$ cat src/rtl/button_conditioner.sv
// Push-button front end: synchronize, debounce and edge-detect N_BTN raw inputs; optional AUTO_REPEAT_EN macro adds hold-to-repeat press strobes.
// Latency: btn_level/strobes register SYNC_STAGES+DEBOUNCE_CYCLES edges after a stable input change.
// Backpressure: none; strobes are single-cycle and are not held for the consumer.
module button_conditioner #(
  parameter int N_BTN           = 5,
  parameter int SYNC_STAGES     = 2,
  parameter int DEBOUNCE_CYCLES = 500000,
  parameter int ACTIVE_LOW      = 0,
  parameter int HOLD_CYCLES     = 50000000,
  parameter int REPEAT_CYCLES   = 10000000
) (
  input  logic             clk,
  input  logic             n_rst,
  input  logic [N_BTN-1:0] btn_in,
  output logic [N_BTN-1:0] btn_level,
  output logic [N_BTN-1:0] btn_press,
  output logic [N_BTN-1:0] btn_release
);

  localparam int CW = $clog2(DEBOUNCE_CYCLES + 1);
  localparam logic [CW-1:0] DB_LAST = CW'(DEBOUNCE_CYCLES - 1);

  logic [N_BTN-1:0] w_pol;
  assign w_pol = (ACTIVE_LOW != 0) ? ~btn_in : btn_in;

  for (genvar g = 0; g < N_BTN; g++) begin : g_ch
    logic [SYNC_STAGES-1:0] r_sync;
    logic [CW-1:0]          r_cnt;
    logic                   r_level;
    logic                   r_press;
    logic                   r_release;
    logic                   w_sync;
    logic                   w_diff;
    logic                   w_toggle;
    logic                   w_rpt_fire;

    assign w_sync   = r_sync[SYNC_STAGES-1];
    assign w_diff   = (w_sync != r_level);
    assign w_toggle = w_diff && (r_cnt == DB_LAST);

    always_ff @(posedge clk or negedge n_rst) begin
      if (!n_rst) begin
        r_sync <= '0;
      end else begin
        r_sync <= {r_sync[SYNC_STAGES-2:0], w_pol[g]};
      end
    end

    // Counter only runs while the synchronized input disagrees with the accepted level.
    always_ff @(posedge clk or negedge n_rst) begin
      if (!n_rst) begin
        r_cnt     <= '0;
        r_level   <= 1'b0;
        r_press   <= 1'b0;
        r_release <= 1'b0;
      end else begin
        if (!w_diff || w_toggle) begin
          r_cnt <= '0;
        end else begin
          r_cnt <= r_cnt + 1'b1;
        end
        r_level   <= r_level ^ w_toggle;
        r_press   <= (w_toggle && !r_level) || w_rpt_fire;
        r_release <= w_toggle && r_level;
      end
    end

`ifdef AUTO_REPEAT_EN
    localparam int RMAX = (HOLD_CYCLES > REPEAT_CYCLES) ? HOLD_CYCLES : REPEAT_CYCLES;
    localparam int RW   = $clog2(RMAX + 1);
    localparam logic [RW-1:0] HOLD_LAST = RW'(HOLD_CYCLES - 1);
    localparam logic [RW-1:0] RPT_LAST  = RW'(REPEAT_CYCLES - 1);

    logic [RW-1:0] r_rpt_cnt;
    logic          r_rpt_phase;
    logic [RW-1:0] w_rpt_last;
    logic          w_rpt_hit;

    // Phase 0 waits out the initial hold, phase 1 paces the repeat period.
    assign w_rpt_last = r_rpt_phase ? RPT_LAST : HOLD_LAST;
    assign w_rpt_hit  = (r_rpt_cnt == w_rpt_last);
    assign w_rpt_fire = r_level && !w_toggle && w_rpt_hit;

    always_ff @(posedge clk or negedge n_rst) begin
      if (!n_rst) begin
        r_rpt_cnt   <= '0;
        r_rpt_phase <= 1'b0;
      end else if (!r_level) begin
        r_rpt_cnt   <= '0;
        r_rpt_phase <= 1'b0;
      end else if (w_rpt_hit) begin
        r_rpt_cnt   <= '0;
        r_rpt_phase <= 1'b1;
      end else begin
        r_rpt_cnt   <= r_rpt_cnt + 1'b1;
      end
    end
`else
    // Repeat timing is inert here; the expression is constant false.
    assign w_rpt_fire = (HOLD_CYCLES < 0) && (REPEAT_CYCLES < 0);
`endif

    assign btn_level[g]   = r_level;
    assign btn_press[g]   = r_press;
    assign btn_release[g] = r_release;
  end

endmodule

$ cat config.mk
export PLATFORM = sky130hd
export DESIGN_NAME = button_conditioner
export DESIGN_NICKNAME = d
export VERILOG_FILES = /design/src/rtl/button_conditioner.sv
export SDC_FILE = /design/constraint.sdc
export NUM_CORES = 1
export LEC_CHECK = 0
export CAP_MARGIN = 20
export CORE_MARGIN = 5
export CORE_UTILIZATION = 55
export CTS_CLUSTER_DIAMETER = 120
export DETAILED_ROUTE_END_ITERATION = 16
export PLACE_DENSITY = 0.77
export SETUP_SLACK_MARGIN = 0.1
export SKIP_CTS_REPAIR_TIMING = 1
export SYNTH_ARGS = -nofsm -noshare
export SYNTH_HDL_FRONTEND = slang
export SYNTH_SLANG_ARGS = --single-unit
$ cat constraint.sdc
create_clock -name clk -period 2.4 [get_ports clk]
set_input_delay 0.24 -clock clk [delete_from_list [all_inputs] [get_ports clk]]
set_output_delay 0.24 -clock clk [all_outputs]
set_load 0.02 [all_outputs]
# == Word-level counts from Yosys, hierarchy flattened ==
# Index checks and enable logic that the tools add are counted.
# word_totals
input_bits,7
reg_bits,120
out_inout_bits,15
word_cells,80
# op_classes
bitwise,5
n_eq_ne,10
n_mux,5
reduce_logical,30
n_addsub,5
# ops
operator,count
$add 19x1->19 const B,5
$eq 19x19->1 const B,5
$mux 19,5
$logic_and 1x1->1,15
$logic_not 1->1,10
$logic_or 1x1->1,5
$ne 1x1->1,5
$xor 1x1->1,5

# == Logic depth before layout (Yosys ltp) ==
# logic_depth
ltp_word,4
mapped_depth,8
ltp_nobuf,5

# == Worst setup path after synthesis ==
# Ideal clock, no wire load.
# synth_timing
kind,register to register
startpoint,register g_ch[0].r_cnt[0]
endpoint,register g_ch[0].r_cnt[10]
path_buffers,1
setup_time_ns,0.132
slack_ns,0.458
path_stages_with_launch,7
required_ns,2.268
arrival_time_ns,1.811
period_less_slack_ns,1.942
path_cell_list,dfrtp_1 -> ha_1 -> nand4_1 -> or2_1 -> o21ai_1 -> clkbuf_1 -> nor2_1
# synth_between
elab_chain_len,4
# synth_lines
item,line,text
"start, declared",28,logic [CW-1:0] r_cnt;
"start signal, assigned",60,r_cnt <= r_cnt + 1'b1;
branches (longest 3 deep; another with $add 19x1->19),n/a,
$mux 19 (*),57,if (!w_diff || w_toggle) begin
# Mark *: on every way between the ends.

# == Worst setup path after layout ==
# layout_timing
startpoint,register g_ch[0].r_cnt[8]
endpoint,register g_ch[0].r_cnt[17]
# The elaborated chain is that of the path after synthesis.

==> run summary <==
The run gives 0 as the number of antenna violations at the first check in global routing. The final clock skew was 8.78 ps. The run gives 5940 um2 as the placement-stage cell area. The clock passes through at most 2 buffers. Counting flops with a built-in enable in the synthesized netlist gives 0. Synthesis produced a netlist whose cell count is 550.

Clock input transition at the sequential cells of the worst setup and hold paths: 60 ps. Final critical delay including setup and external delays: 2040 ps. dfrtp_1 takes more of the synthesized area than any other cell.

The post-route netlist has 9.12% of its cells at a drive strength greater than 1. The run finished with clean final reports. The setup TNS is 0 ps.

Measured against its own limit, the worst slew margin works out to 56.4%. The number of distinct standard cells referenced by the synthesized netlist was 40. Kind of start point of the critical path: a register. The final-report hold violation count came out at 0. Wires add up to 10500 um.

The tools report the post-detailed-route DRC marker count as 0. The most numerous cell in the Yosys netlist was dfrtp_1. Setup repair after global routing left no endpoint under its margin. The final-stage net count came out at 580. The wire-length estimate of the detail-placed layout is 6910 um. The run gives 6580 um2 as the area of all placed cells without fillers. Cells fill 64.6% of the core in the end. In this run the worst hold path is classified as in2reg. The floorplan die height was 112 um. The run gives 0 as the synthesis warning total. For the area of the mapped netlist, the log shows 5670 um2. Summed over its instances, the top area cell type makes up 53.0% of the synthesized netlist area. The final routed wire length divided by cell count is 14.7 um, and the area of the multi-input gates is 2460 um2. The pin slew with the least headroom to its limit came out at 653 ps. The total number of placement rows is 37, and the horizontal extent of the die is 112 um.

Compared with the post-synthesis result, the final layout area differs by 16.1%. The tools report the static power due to leakage as 2.72 nW. The via density per instance is 5.68. The later-pin clock latency in the skew report is 520 ps. For the maximum number of pins on one net before global-route repair, the log shows 53. The most used flip-flop cell after synthesis is dfrtp_1. Yosys attributes the largest share of cell area to dfrtp_1, xor2_1, nor2_1.

The run gives 223 as the starting DRC count in detailed routing. H-tree depth: 4. The TritonCTS sink count is 120. In this run, CTS created clock tree buffers numbering 17. The tools report the antenna diode count as 0. The critical path in this run is classified as reg2reg. The run gives 0 as the number of failing setup endpoints in the final timing report. Traced cell by cell, the critical path runs through nand4_2 -> or4_1 -> or4_1 -> a21oi_1. STA puts the critical path data required time at 2840 ps. Category of cells accounting for the largest share of critical-path delay: simple AND/OR/NAND/NOR gates.

For this run, the top clock speed supported by timing is 0.491 GHz. TritonCTS built the clock tree. In this run, synthesis produced a sequential element count of 120. For this run the aggregate overflow at the end of global routing stands at 0. Registers take 3000 um2.

The slowest library cell on the worst path was or4_1. In this run the remaining antenna-violating nets after routing total 0. Of all nets on the critical path, the largest fanout is 8. The tool flagged a number of max-cap violations equal to 0. The die covers 12400 um2. The worst-case IR drop observed on VDD is 0.000617 V. The final weighted congestion of routability-driven global placement was 0.842.

The ratio of total power to cell area came out at 734 nW/um2. Fill cells in the final layout number 785. Number of I/O port buffers: 21. In this run the standard cell core region covers 10200 um2. The worst path arrival time is 2480 ps, and the number of global-route vias before repair is 4116. Once the floorplan was initialized, standard cells occupied 55.6% of the core. Boundary pin count: 22. The share of flip-flops with an asynchronous set or reset after synthesis came out at 100%. By instance count, the cell type seen most on the critical path is or4_1. The tools report the share of the yosys chip area belonging to registers as 53.0%.

The worst setup path is captured at a register. In this design, the stage delay of the slowest critical-path cell is 670 ps. The total buffers and inverters traversed by the critical path came out at 0. The commonest cells after synthesis are dfrtp_1, nor2_1, xor2_1. The tools report the global-route wire length before repair as 18700 um. CTS root buffer: clkbuf_8. The average instance area after synthesis works out to 10.3 um2. The first detailed-routing pass took 4 iterations.

In the global route stage, overall resource usage came out at 18.3%. The post-synth net total was 562; the via count was 4073. The final-report max-slew violation count was 0; the post-route clock period utilization was 84.9%.
cells in the final DEF, fill, tap and decap left out, drive strengths merged, types with 2 or more instances in the layout:
master,n
buf,10
nand3b,3
dfrtp,120
nor3b,13
nand2,34
clkinv,2
or4,9
or4b,2
mux2,5
inv,6
and4,15
bufinv,3
o21ba,2
xor2,44
or3,15
and2,3
o41ai,2
a21oi,22
nand4,24
ha,5
nor2,71
o21a,2
nor4,10
clkinvlp,5
and3,12
o21ai,16
nor3,9
xnor2,22
nor4b,5
clkdlybuf4s50,20
or2,5
nand3,32
clkbuf,22
o31ai,8
cell families (layout without fill, tap and decap cells):
kind of cell | Yosys count | count (layout) | share of synthesized area [%]
AND/OR/NAND/NOR | 263 | 263 | 25.4
flip-flops | 120 | 120 | 53.0
XOR/XNOR | 66 | 66 | 10.2
AO/OA/AOI/OAI | 53 | 53 | 5.74
buffers and inverters | 38 | 69 | 3.60
adder cells (fa/ha/maj) | 5 | 5 | 1.10
multiplexers | 5 | 5 | 0.994
routing by layer:
layer | global-route usage, % | wire length (um) | up-vias
met1 | 22.8 | 4800 | 2011
met2 | 30.4 | 5170 | 72
li1 | - | - | 1979
met3 | 5.71 | 431 | 11
met5 | 0 | 0 | -
met4 | 6.24 | 130 | 0
power breakdown:
group,leakage (nW),internal [mW],switching [mW]
Sequential,1.64,2.05,0.0276
Combinational,0.783,0.0463,0.0824
Clock,0.291,1.72,0.899
Total,2.72,3.82,1.01
worst paths after layout:
kind,startpoint,to,slack (ps),depth (start not counted)
max,g_ch[0].r_cnt[8],g_ch[0].r_cnt[17],360,4
min,btn_in[1],g_ch[1].r_sync[0],160,1
max reg2reg,g_ch[0].r_cnt[8],g_ch[0].r_cnt[17],360,4
min reg2reg,g_ch[1].r_sync[0],g_ch[1].r_sync[1],350,0
max in group asynchronous,n_rst,g_ch[2].r_cnt[16],1390,3
min in group asynchronous,n_rst,g_ch[0].r_sync[0],310,2
layout make-up:
class	instances	area share [%]
sequential	120	45.7
multi-input combinational	392	37.4
clock buffer	22	7.34
timing repair buffer	31	4.53
tap	136	2.59
clock inverter	10	2.15
inverter	6	0.342
per-stage QoR:
step	total power, mW	instances	hold slack, ps	setup slack (ps)
after floorplan	2.17	550	-55.6	458
after global placement	2.24	684	299	492
after detailed placement	2.25	684	313	384
after CTS	4.88	716	-234	370
after global routing	5.00	717	148	262
final	4.83	717	159	363
sequential cells by signal, summed over array words and instances (netlist names), named ones only:
name / flops
g_ch.r_sync: 10
g_ch.r_cnt: 95
g_ch.r_release: 5
g_ch.r_press: 5
Power figures use the tool's default switching activity.
